==> src/rtl/cam_pkg.sv <==
// Shared camera-path definitions: FSM encoding, default geometry and pixel packing.
package cam_pkg;

    typedef enum logic [1:0] {
        StIdle = 2'd0,
        StArm  = 2'd1,
        StFill = 2'd2,
        StDone = 2'd3
    } cam_state_t;

    localparam int unsigned DEF_H_RES  = 160;
    localparam int unsigned DEF_V_RES  = 120;
    localparam int unsigned DEF_ADDR_W = 15;

    // R lands in the top nibble so the VGA readout can split fields the same way.
    function automatic logic [11:0] rgb888_to_444(input logic [23:0] rgb);
        return {rgb[7:4], rgb[15:12], rgb[23:20]};
    endfunction

endpackage

==> src/rtl/cam_edge_det.sv <==
// Registered rise/fall detector; one flop of history, edges flagged combinationally.
module cam_edge_det #(
    parameter logic RESET_VAL = 1'b0
) (
    input  logic clk,
    input  logic rst,
    input  logic sig,
    output logic rise,
    output logic fall
);

    logic sig_q;

    always_ff @(posedge clk or posedge rst) begin
        if (rst) begin
            sig_q <= RESET_VAL;
        end else begin
            sig_q <= sig;
        end
    end

    assign rise = sig & ~sig_q;
    assign fall = ~sig & sig_q;

endmodule

==> src/rtl/cam_fb_writer.sv <==
// Captures one camera frame as RGB444 into a frame-buffer BRAM in raster order.
module cam_fb_writer
    import cam_pkg::*;
#(
    parameter int unsigned H_RES  = DEF_H_RES,
    parameter int unsigned V_RES  = DEF_V_RES,
    parameter int unsigned ADDR_W = DEF_ADDR_W
) (
    input  logic              p_clock,
    input  logic              rst,
    input  logic              start,
    input  logic              cont,
    input  logic              vsync,
    input  logic [23:0]       pixel_data,
    input  logic              pixel_valid,
    output logic [ADDR_W-1:0] mem_addr,
    output logic [11:0]       mem_data,
    output logic              mem_we,
    output logic              busy,
    output logic              done,
    output logic              short_frame,
    output logic              overrun,
    output logic [ADDR_W:0]   pix_count
);

    localparam int unsigned   FRAME_PIX_I = H_RES * V_RES;
    localparam logic [ADDR_W:0] FRAME_PIX = FRAME_PIX_I[ADDR_W:0];

    cam_state_t state;
    logic       vs_rise;
    logic       vs_fall;
    logic       room;
    logic       pix_inc;
    logic [ADDR_W:0] pix_next;

    // Reset history of 1 means a camera already in active video is not mistaken for a new frame.
    cam_edge_det #(
        .RESET_VAL (1'b1)
    ) u_vsync_edge (
        .clk  (p_clock),
        .rst  (rst),
        .sig  (vsync),
        .rise (vs_rise),
        .fall (vs_fall)
    );

    assign room     = pix_count < FRAME_PIX;
    assign pix_inc  = pixel_valid && room;
    assign pix_next = pix_count + {{ADDR_W{1'b0}}, pix_inc};

    always_ff @(posedge p_clock or posedge rst) begin
        if (rst) begin
            state       <= StIdle;
            mem_addr    <= '0;
            mem_data    <= '0;
            mem_we      <= 1'b0;
            busy        <= 1'b0;
            done        <= 1'b0;
            short_frame <= 1'b0;
            overrun     <= 1'b0;
            pix_count   <= '0;
        end else begin
            mem_we <= 1'b0;
            done   <= 1'b0;
            unique case (state)
                StIdle: begin
                    if (start || cont) begin
                        state       <= StArm;
                        busy        <= 1'b1;
                        pix_count   <= '0;
                        short_frame <= 1'b0;
                        overrun     <= 1'b0;
                    end
                end
                StArm: begin
                    if (vs_fall) begin
                        state <= StFill;
                    end
                end
                StFill: begin
                    if (pix_inc) begin
                        mem_we    <= 1'b1;
                        mem_addr  <= pix_count[ADDR_W-1:0];
                        mem_data  <= rgb888_to_444(pixel_data);
                        pix_count <= pix_next;
                    end else if (pixel_valid) begin
                        overrun <= 1'b1;
                    end
                    // A pixel coincident with the rise still counts toward completeness.
                    if (vs_rise) begin
                        state <= StDone;
                        busy  <= 1'b0;
                        done  <= 1'b1;
                        if (pix_next < FRAME_PIX) begin
                            short_frame <= 1'b1;
                        end
                    end
                end
                StDone: begin
                    if (cont) begin
                        state       <= StArm;
                        busy        <= 1'b1;
                        pix_count   <= '0;
                        short_frame <= 1'b0;
                        overrun     <= 1'b0;
                    end else begin
                        state <= StIdle;
                    end
                end
                default: begin
                    state <= StIdle;
                    busy  <= 1'b0;
                end
            endcase
        end
    end

endmodule

==> config.mk <==
export PLATFORM = sky130hd
export DESIGN_NAME = cam_fb_writer
export DESIGN_NICKNAME = d
export VERILOG_FILES = /design/src/rtl/cam_pkg.sv /design/src/rtl/cam_edge_det.sv /design/src/rtl/cam_fb_writer.sv
export SDC_FILE = /design/constraint.sdc
export NUM_CORES = 1
export LEC_CHECK = 0
export BUFFER_PORTS_ARGS = -buffer_cell sky130_fd_sc_hd__buf_2
export CORE_ASPECT_RATIO = 1.2
export CORE_MARGIN = 2
export CORE_UTILIZATION = 46
export DETAILED_ROUTE_END_ITERATION = 7
export GPL_ROUTABILITY_DRIVEN = 0
export PLACE_DENSITY = 0.77
export SLEW_MARGIN = 20
export SYNTH_ARGS = -nofsm -noshare
export SYNTH_HDL_FRONTEND = slang
export SYNTH_SLANG_ARGS = --single-unit
==> constraint.sdc <==
create_clock -name p_clock -period 2.24 [get_ports p_clock]
set_input_delay 0.112 -clock p_clock [delete_from_list [all_inputs] [get_ports p_clock]]
set_output_delay 0.112 -clock p_clock [all_outputs]
set_load 0.1 [all_outputs]
==> impl_metrics.json, run 1 <==
{
  "synthXorXnorAreaFrac_pct": 0.676,
  "synth_edf_count": 0,
  "whs_ps": 84.6,
  "synth-seq-cells": 51,
  "drtIter0Drc": 189,
  "startpoint_type": "register",
  "dieArea_um2": 6250,
  "reg2reg_slack_ps": 20,
  "post-route-min-period_ps": 2220,
  "synthArstFlopShare_pct": 100,
  "grt.overflow.total": 0,
  "seq_area_frac_synth_pct": 49.3,
  "io_pins": 78,
  "synth_compound_area_share_pct": 15.2,
  "h-tree-depth": 2,
  "path_delay_family": "compound AO/OA/AOI/OAI gates",
  "synth_top_area_cell": "dfrtp_1",
  "rows": 29,
  "critical_path_required_ps": 2470,
  "clock_latency_ps": 320,
  "cts_root_buf": "clkbuf_8",
  "path_depth": 11,
  "dp_hpwl_um": 4490,
  "nNetsFinal": 421,
  "clock-sinks": 51,
  "power_mw": 3.93,
  "synthTopCellsByCount": "nand2_1 (90), dfrtp_1 (50), nand3_1 (14)",
  "hold_viol_final": 0,
  "clk_path_buf_depth": 2,
  "ant_nets": 0,
  "rsz0062_at_grt": "yes",
  "grt_pass1_wl_um": 11000,
  "p_per_area_nw_per_um2": 1140,
  "antenna_found_initial": 0,
  "synth_top_area_share_pct": 48.3,
  "grt_pass1_vias": 2341,
  "finClkSkew_ps": 7.94,
  "dieHeight_um": 86.2,
  "max_stage_delay_ps": 420,
  "crit_type": "register to register",
  "cp_slowest_cell": "dfrtp_2",
  "synthFlopType": "dfrtp_1",
  "grt_max_degree": 52,
  "fin_util_pct": 64.4,
  "cts_buffers": 5,
  "dr.pass1.iters": 4,
  "synthTopCellsByArea": "dfrtp_1 (48%), nand2_1 (13%), ha_1 (2.9%)",
  "arrival_ps": 2450,
  "syn_avg_cell_area_um2": 8.96,
  "post-route-period-util_pct": 99.2,
  "critPathLaunch": "pix_count[8]$_DFFE_PP0P_",
  "drc": 0,
  "core-area_um2": 5370,
  "endpoint_kind": "register",
  "vias_per_cell": 5.46,
  "hold_path.class": "input port to register",
  "r2r-end": "short_frame$_DFFE_PP0P_",
  "yosysMostFrequentCell": "nand2_1",
  "finalSetupViolCount": 0,
  "worstSetupEndpoint": "short_frame$_DFFE_PP0P_",
  "path_max_fanout": 5,
  "io_buffers": 65,
  "cts.clk_slew.worst_paths_ps": 100,
  "reg2reg_from": "pix_count[8]$_DFFE_PP0P_",
  "crit_top_cell": "ha_4",
  "yosysUniqueCellTypes": 57,
  "drv_cap": 0,
  "cts_tree": "done",
  "syn_nets": 325,
  "wirelength_um": 6690,
  "crit_buf_inv": 1,
  "max_freq_ghz": 0.450,
  "drive_gt1_share_pct": 35.8,
  "synthAdderAreaFrac_pct": 2.90,
  "via_count": 2444,
  "reg2reg_depth": 11,
  "synth.area.mux_share_pct": 0.386,
  "antennaDiodeCount": 0,
  "slew_headroom_pct": 57.6,
  "synthToLayoutAreaGrowth_pct": 33.5,
  "peakVddDrop_mv": 1.08,
  "synth_top_family_by_area": "simple AND/OR/NAND/NOR gates",
  "grt_util_all_layers_pct": 22.3,
  "tightest_slew_ps": 636,
  "p_leak_nw": 1.77,
  "wl_per_cell_um": 14.9,
  "final-max-slew-violation-count": 0,
  "initial_core_util_pct": 48.2,
  "syn-instance-count": 289,
  "ys_warn_count": 0,
  "yosys.area_share.simple_pct": 25.8,
  "run_status": "finished, final reports clean",
  "fill_cells": 439,
  "syn_area_um2": 2590,
  "die_w_um": 72.5,
  "cp_cell_sequence": "a21oi_2 -> o21ai_2 -> a21o_1 -> inv_2 -> ha_4 -> ha_4 -> and3_4 -> nand3_2 -> o31ai_1 -> o211ai_1 -> a311oi_1"
}
## worst register-to-register path: stages, from the launching register on
cell      delay, ps
dfrtp_2         420
a21oi_2         160
o21ai_2          80
a21o_1          180
inv_2            80
ha_4            150
ha_4            150
and3_4          190
nand3_2          60
o31ai_1         240
o211ai_1        130
a311oi_1        270
## power breakdown
part | switching, mW | internal, mW
Combinational | 1.71 | 0.436
Sequential | 0.118 | 1.09
Clock | 0.345 | 0.232
## sequential cells by signal (all words and copies together) (netlist names)
| signal | flops |
|---|---|
| short_frame | 1 |
| mem_data | 12 |
| done | 1 |
| mem_we | 1 |
| busy | 1 |
| u_vsync_edge.sig_q | 1 |
| state | 2 |
| overrun | 1 |
| pix_count | 16 |
| mem_addr | 15 |
## how the worst min path moves through the flow
stage,endpoint,slack [ps],from,cells past startpoint
after floorplan,u_vsync_edge.sig_q$_DFF_PP1_,120,vsync,0
after global placement,u_vsync_edge.sig_q$_DFF_PP1_,230,vsync,1
after detailed placement,u_vsync_edge.sig_q$_DFF_PP1_,240,vsync,1
after CTS,overrun$_DFFE_PP0P_,80,pixel_valid,3
after global routing,overrun$_DFFE_PP0P_,120,pixel_valid,3
final,overrun$_DFFE_PP0P_,80,pixel_valid,3
## layer usage
metal  vias to the layer above  routed length, um  GRT usage, %  part of all wire [%]
li1                       1200                  -             -                     -
met1                      1147               2840          30.0                    42
met2                        85               3400          38.1                    51
met3                        12                317          2.79                   4.7
met4                         0                136          6.23                   2.0
met5                         -                  0             0                     0
## metrics by stage
step | setup TNS [ps] | setup WS, ps | instances | area [um^2]
after floorplan | -1370 | -266 | 289 | 2700
after global placement | 0 | 15.8 | 422 | 3160
after detailed placement | -61.9 | -61.9 | 422 | 3160
after CTS | 0 | 37.6 | 444 | 3400
after global routing | -109 | -103 | 448 | 3460
final | 0 | 18.1 | 448 | 3460
## cell type report
class                      instances  area, um^2  area share [%]
sequential                        51        1290            37.4
multi-input combinational        209        1270            36.8
timing repair buffer             106         672            19.4
tap                               62        77.6            2.24
clock buffer                       5        68.8            1.99
inverter                          12        45.0            1.30
clock inverter                     3        27.5           0.796
## cells by family after synthesis
logic type               count (synthesis)
AO/OA/AOI/OAI                           54
XOR/XNOR                                 2
adder cells (fa/ha/maj)                  6
buffers and inverters                   29
flip-flops                              51
multiplexers                             1
AND/OR/NAND/NOR                        146
## layout by cell type, fill, tap and decap left out, types with 3 or more instances in the layout
cell type      Yosys  routed
a32o_1             3       3
dlygate4sd3_1      0      14
buf_2              4      65
nand3_1           14      13
nand2_1           90      90
o31ai_1            5       5
buf_4              2      26
nor2_1             9       7
o21ai_0           10       9
ha_1               6       4
nand4_1            5       5
inv_2              1       3
o211ai_1           4       4
a21o_1             4       4
dfrtp_1           50      38
or4_1              3       3
dfrtp_2            0      12
inv_1             11       9
clkbuf_8           2       5
and3_4             0       3
a21oi_1            6       4
## timing repair
item                                    4_1_cts  5_1_grt
hold buffers                                 14        0
buffers inserted                              0        4
gates resized for setup                       2        4
endpoints found under the hold margin        63        0
endpoints found under the setup margin        1        8
pin swaps                                     0        7
Power figures use the tool's default switching activity.
==> run 2: changes to the inputs <==
--- a/config.mk
+++ b/config.mk
@@ -12,6 +12,7 @@
 export DETAILED_ROUTE_END_ITERATION = 7
 export GPL_ROUTABILITY_DRIVEN = 0
 export PLACE_DENSITY = 0.77
+export REMOVE_ABC_BUFFERS = 1
 export SLEW_MARGIN = 20
 export SYNTH_ARGS = -nofsm -noshare
 export SYNTH_HDL_FRONTEND = slang
==> run 2 against run 1 <==
- the run now ends with setup timing left
- setup slack worse by 42 ps
- die area stayed put
- clock skew is 0.76 ps lower
- global-route usage is 0.67 points higher
- clock power is 5.4% lower
- design area is 0.14% higher
- critical endpoint unchanged
- highest routed layer unchanged
==> impl_metrics.json, run 2 (same netlist as run 1, synthesis figures left out) <==
{
  "p_per_area_nw_per_um2": 1120,
  "grt.overflow.total": 0,
  "antenna_found_initial": 0,
  "initial_core_util_pct": 48.2,
  "dp.cells": 426,
  "violations": "setup timing",
  "tightest_slew_ps": 472,
  "crit_type": "register to register",
  "cts_tree": "done",
  "grt_max_degree": 52,
  "hold_path.class": "input port to register",
  "clock_latency_ps": 310,
  "arrival_ps": 2480,
  "critical_path_required_ps": 2450,
  "drtIter0Drc": 168,
  "die_w_um": 72.5,
  "cp_cell_sequence": "inv_1 -> o21ai_2 -> a21o_1 -> inv_2 -> ha_4 -> ha_4 -> buf_4 -> and3b_1 -> a21oi_1 -> o31ai_1 -> o211ai_1 -> a311oi_1",
  "vias_per_cell": 5.57,
  "grt_pass1_wl_um": 11300,
  "io_pins": 78,
  "drv_cap": 0,
  "post-route-min-period_ps": 2260,
  "antennaDiodeCount": 0,
  "cts_root_buf": "clkbuf_8",
  "synthToLayoutAreaGrowth_pct": 33.7,
  "p_leak_nw": 1.80,
  "regMostFlops": "pix_count",
  "dp_hpwl_um": 4490,
  "finalSetupViolCount": 2,
  "max_stage_delay_ps": 370,
  "dr.pass1.iters": 5,
  "h-tree-depth": 2,
  "whs_ps": 91.3,
  "core-area_um2": 5370,
  "worst_slack_ps": -24.0,
  "startpoint_type": "register",
  "final_common_cell": "nand2_1",
  "max_freq_ghz": 0.442,
  "drc": 0,
  "dieArea_um2": 6250,
  "via_count": 2505,
  "clk_path_buf_depth": 2,
  "io_buffers": 65,
  "grt_util_all_layers_pct": 23.0,
  "rows": 29,
  "grt_pass1_vias": 2471,
  "reg.largest.list": "pix_count: 16 flops, mem_addr: 15 flops, mem_data: 12 flops",
  "nNetsFinal": 424,
  "fin_cells": 450,
  "largest_reg_flops": 16,
  "wirelength_um": 7020,
  "clock-sinks": 51,
  "cts.clk_slew.worst_paths_ps": 90,
  "run_status": "finished, violations left",
  "slew_headroom_pct": 68.2,
  "fill_cells": 437,
  "finClkSkew_ps": 7.18,
  "crit_top_cell": "ha_4",
  "final_cell_mix": "nand2_1 (90), buf_2 (65), dfrtp_1 (50), buf_4 (29), dlygate4sd3_1 (14)",
  "drive_gt1_share_pct": 32.5,
  "post-route-period-util_pct": 101,
  "wl_per_cell_um": 15.6,
  "final-max-slew-violation-count": 0,
  "hold_viol_final": 0,
  "cp_slowest_cell": "dfrtp_1",
  "rsz0062_at_grt": "yes",
  "path_max_fanout": 5,
  "peakVddDrop_mv": 1.03,
  "cts_buffers": 5,
  "ant_nets": 0,
  "dieHeight_um": 86.2,
  "endpoint_kind": "register"
}
==> run 2: what timing repair did <==
item	4_1_cts	5_1_grt
buffers inserted	0	3
gates resized for setup	11	11
hold endpoints to repair	63	0
pin swaps	2	5
hold buffers	14	0
setup endpoints to repair	12	17
==> run 2: metrics by stage <==
step	cell area [um^2]	setup WS (ps)	util, %	power (mW)	setup TNS [ps]
3_5_place_dp	3100	-195	57.8	3.30	-847
5_1_grt	3460	-111	64.5	4.11	-233
2_1_floorplan	2490	-973	-	2.85	-18100
4_1_cts	3370	5.00	62.8	3.88	0
3_3_place_gp	3100	-198	57.8	3.26	-301
6_report	3460	-24.0	64.5	3.89	-25.3
==> run 2: routing by layer <==
| metal | vias up | routed length [um] | global-route usage [%] |
|---|---|---|---|
| li1 | 1199 | - | - |
| met1 | 1171 | 2920 | 29.6 |
| met2 | 114 | 3400 | 38.9 |
| met3 | 21 | 493 | 4.42 |
| met4 | 0 | 205 | 7.74 |
| met5 | - | 0 | 0 |
==> run 2: area by class of cell <==
cell class / count / area, um^2 / area share (%)
Sequential cell: 51 / 1280 / 36.9
Multi-Input combinational cell: 209 / 1270 / 36.7
Inverter: 12 / 45.0 / 1.30
Timing Repair Buffer: 109 / 703 / 20.3
Tap cell: 62 / 77.6 / 2.24
Clock inverter: 1 / 5.00 / 0.145
Clock buffer: 6 / 82.6 / 2.39
==> run 2: power breakdown <==
part           total (mW)  leakage [nW]  internal (mW)  switching, mW
clock               0.546        0.0470          0.243          0.303
combinational        2.14          1.08          0.426           1.71
sequential           1.20         0.681           1.09          0.117
==> run 2: final timing paths <==
check | cells past startpoint | start | slack (ps) | to
min in group asynchronous | 4 | rst | 380 | mem_data[9]$_DFFE_PP0P_
min reg2reg | 2 | mem_addr[10]$_DFFE_PP0P_ | 470 | mem_addr[10]$_DFFE_PP0P_
min | 3 | pixel_valid | 90 | overrun$_DFFE_PP0P_
max in group asynchronous | 4 | rst | 1580 | u_vsync_edge.sig_q$_DFF_PP1_
max reg2reg | 12 | pix_count[11]$_DFFE_PP0P_ | -20 | short_frame$_DFFE_PP0P_
max | 12 | pix_count[11]$_DFFE_PP0P_ | -20 | short_frame$_DFFE_PP0P_
==> run 2: worst max-delay path, delay by kind of cell, from the launching register on <==
kind / cells / cell delay, ps
AO/OA/AOI/OAI: 6 / 990
flip-flops: 1 / 370
adder cells (fa/ha/maj): 2 / 330
buffers and inverters: 3 / 280
AND/OR/NAND/NOR: 1 / 190
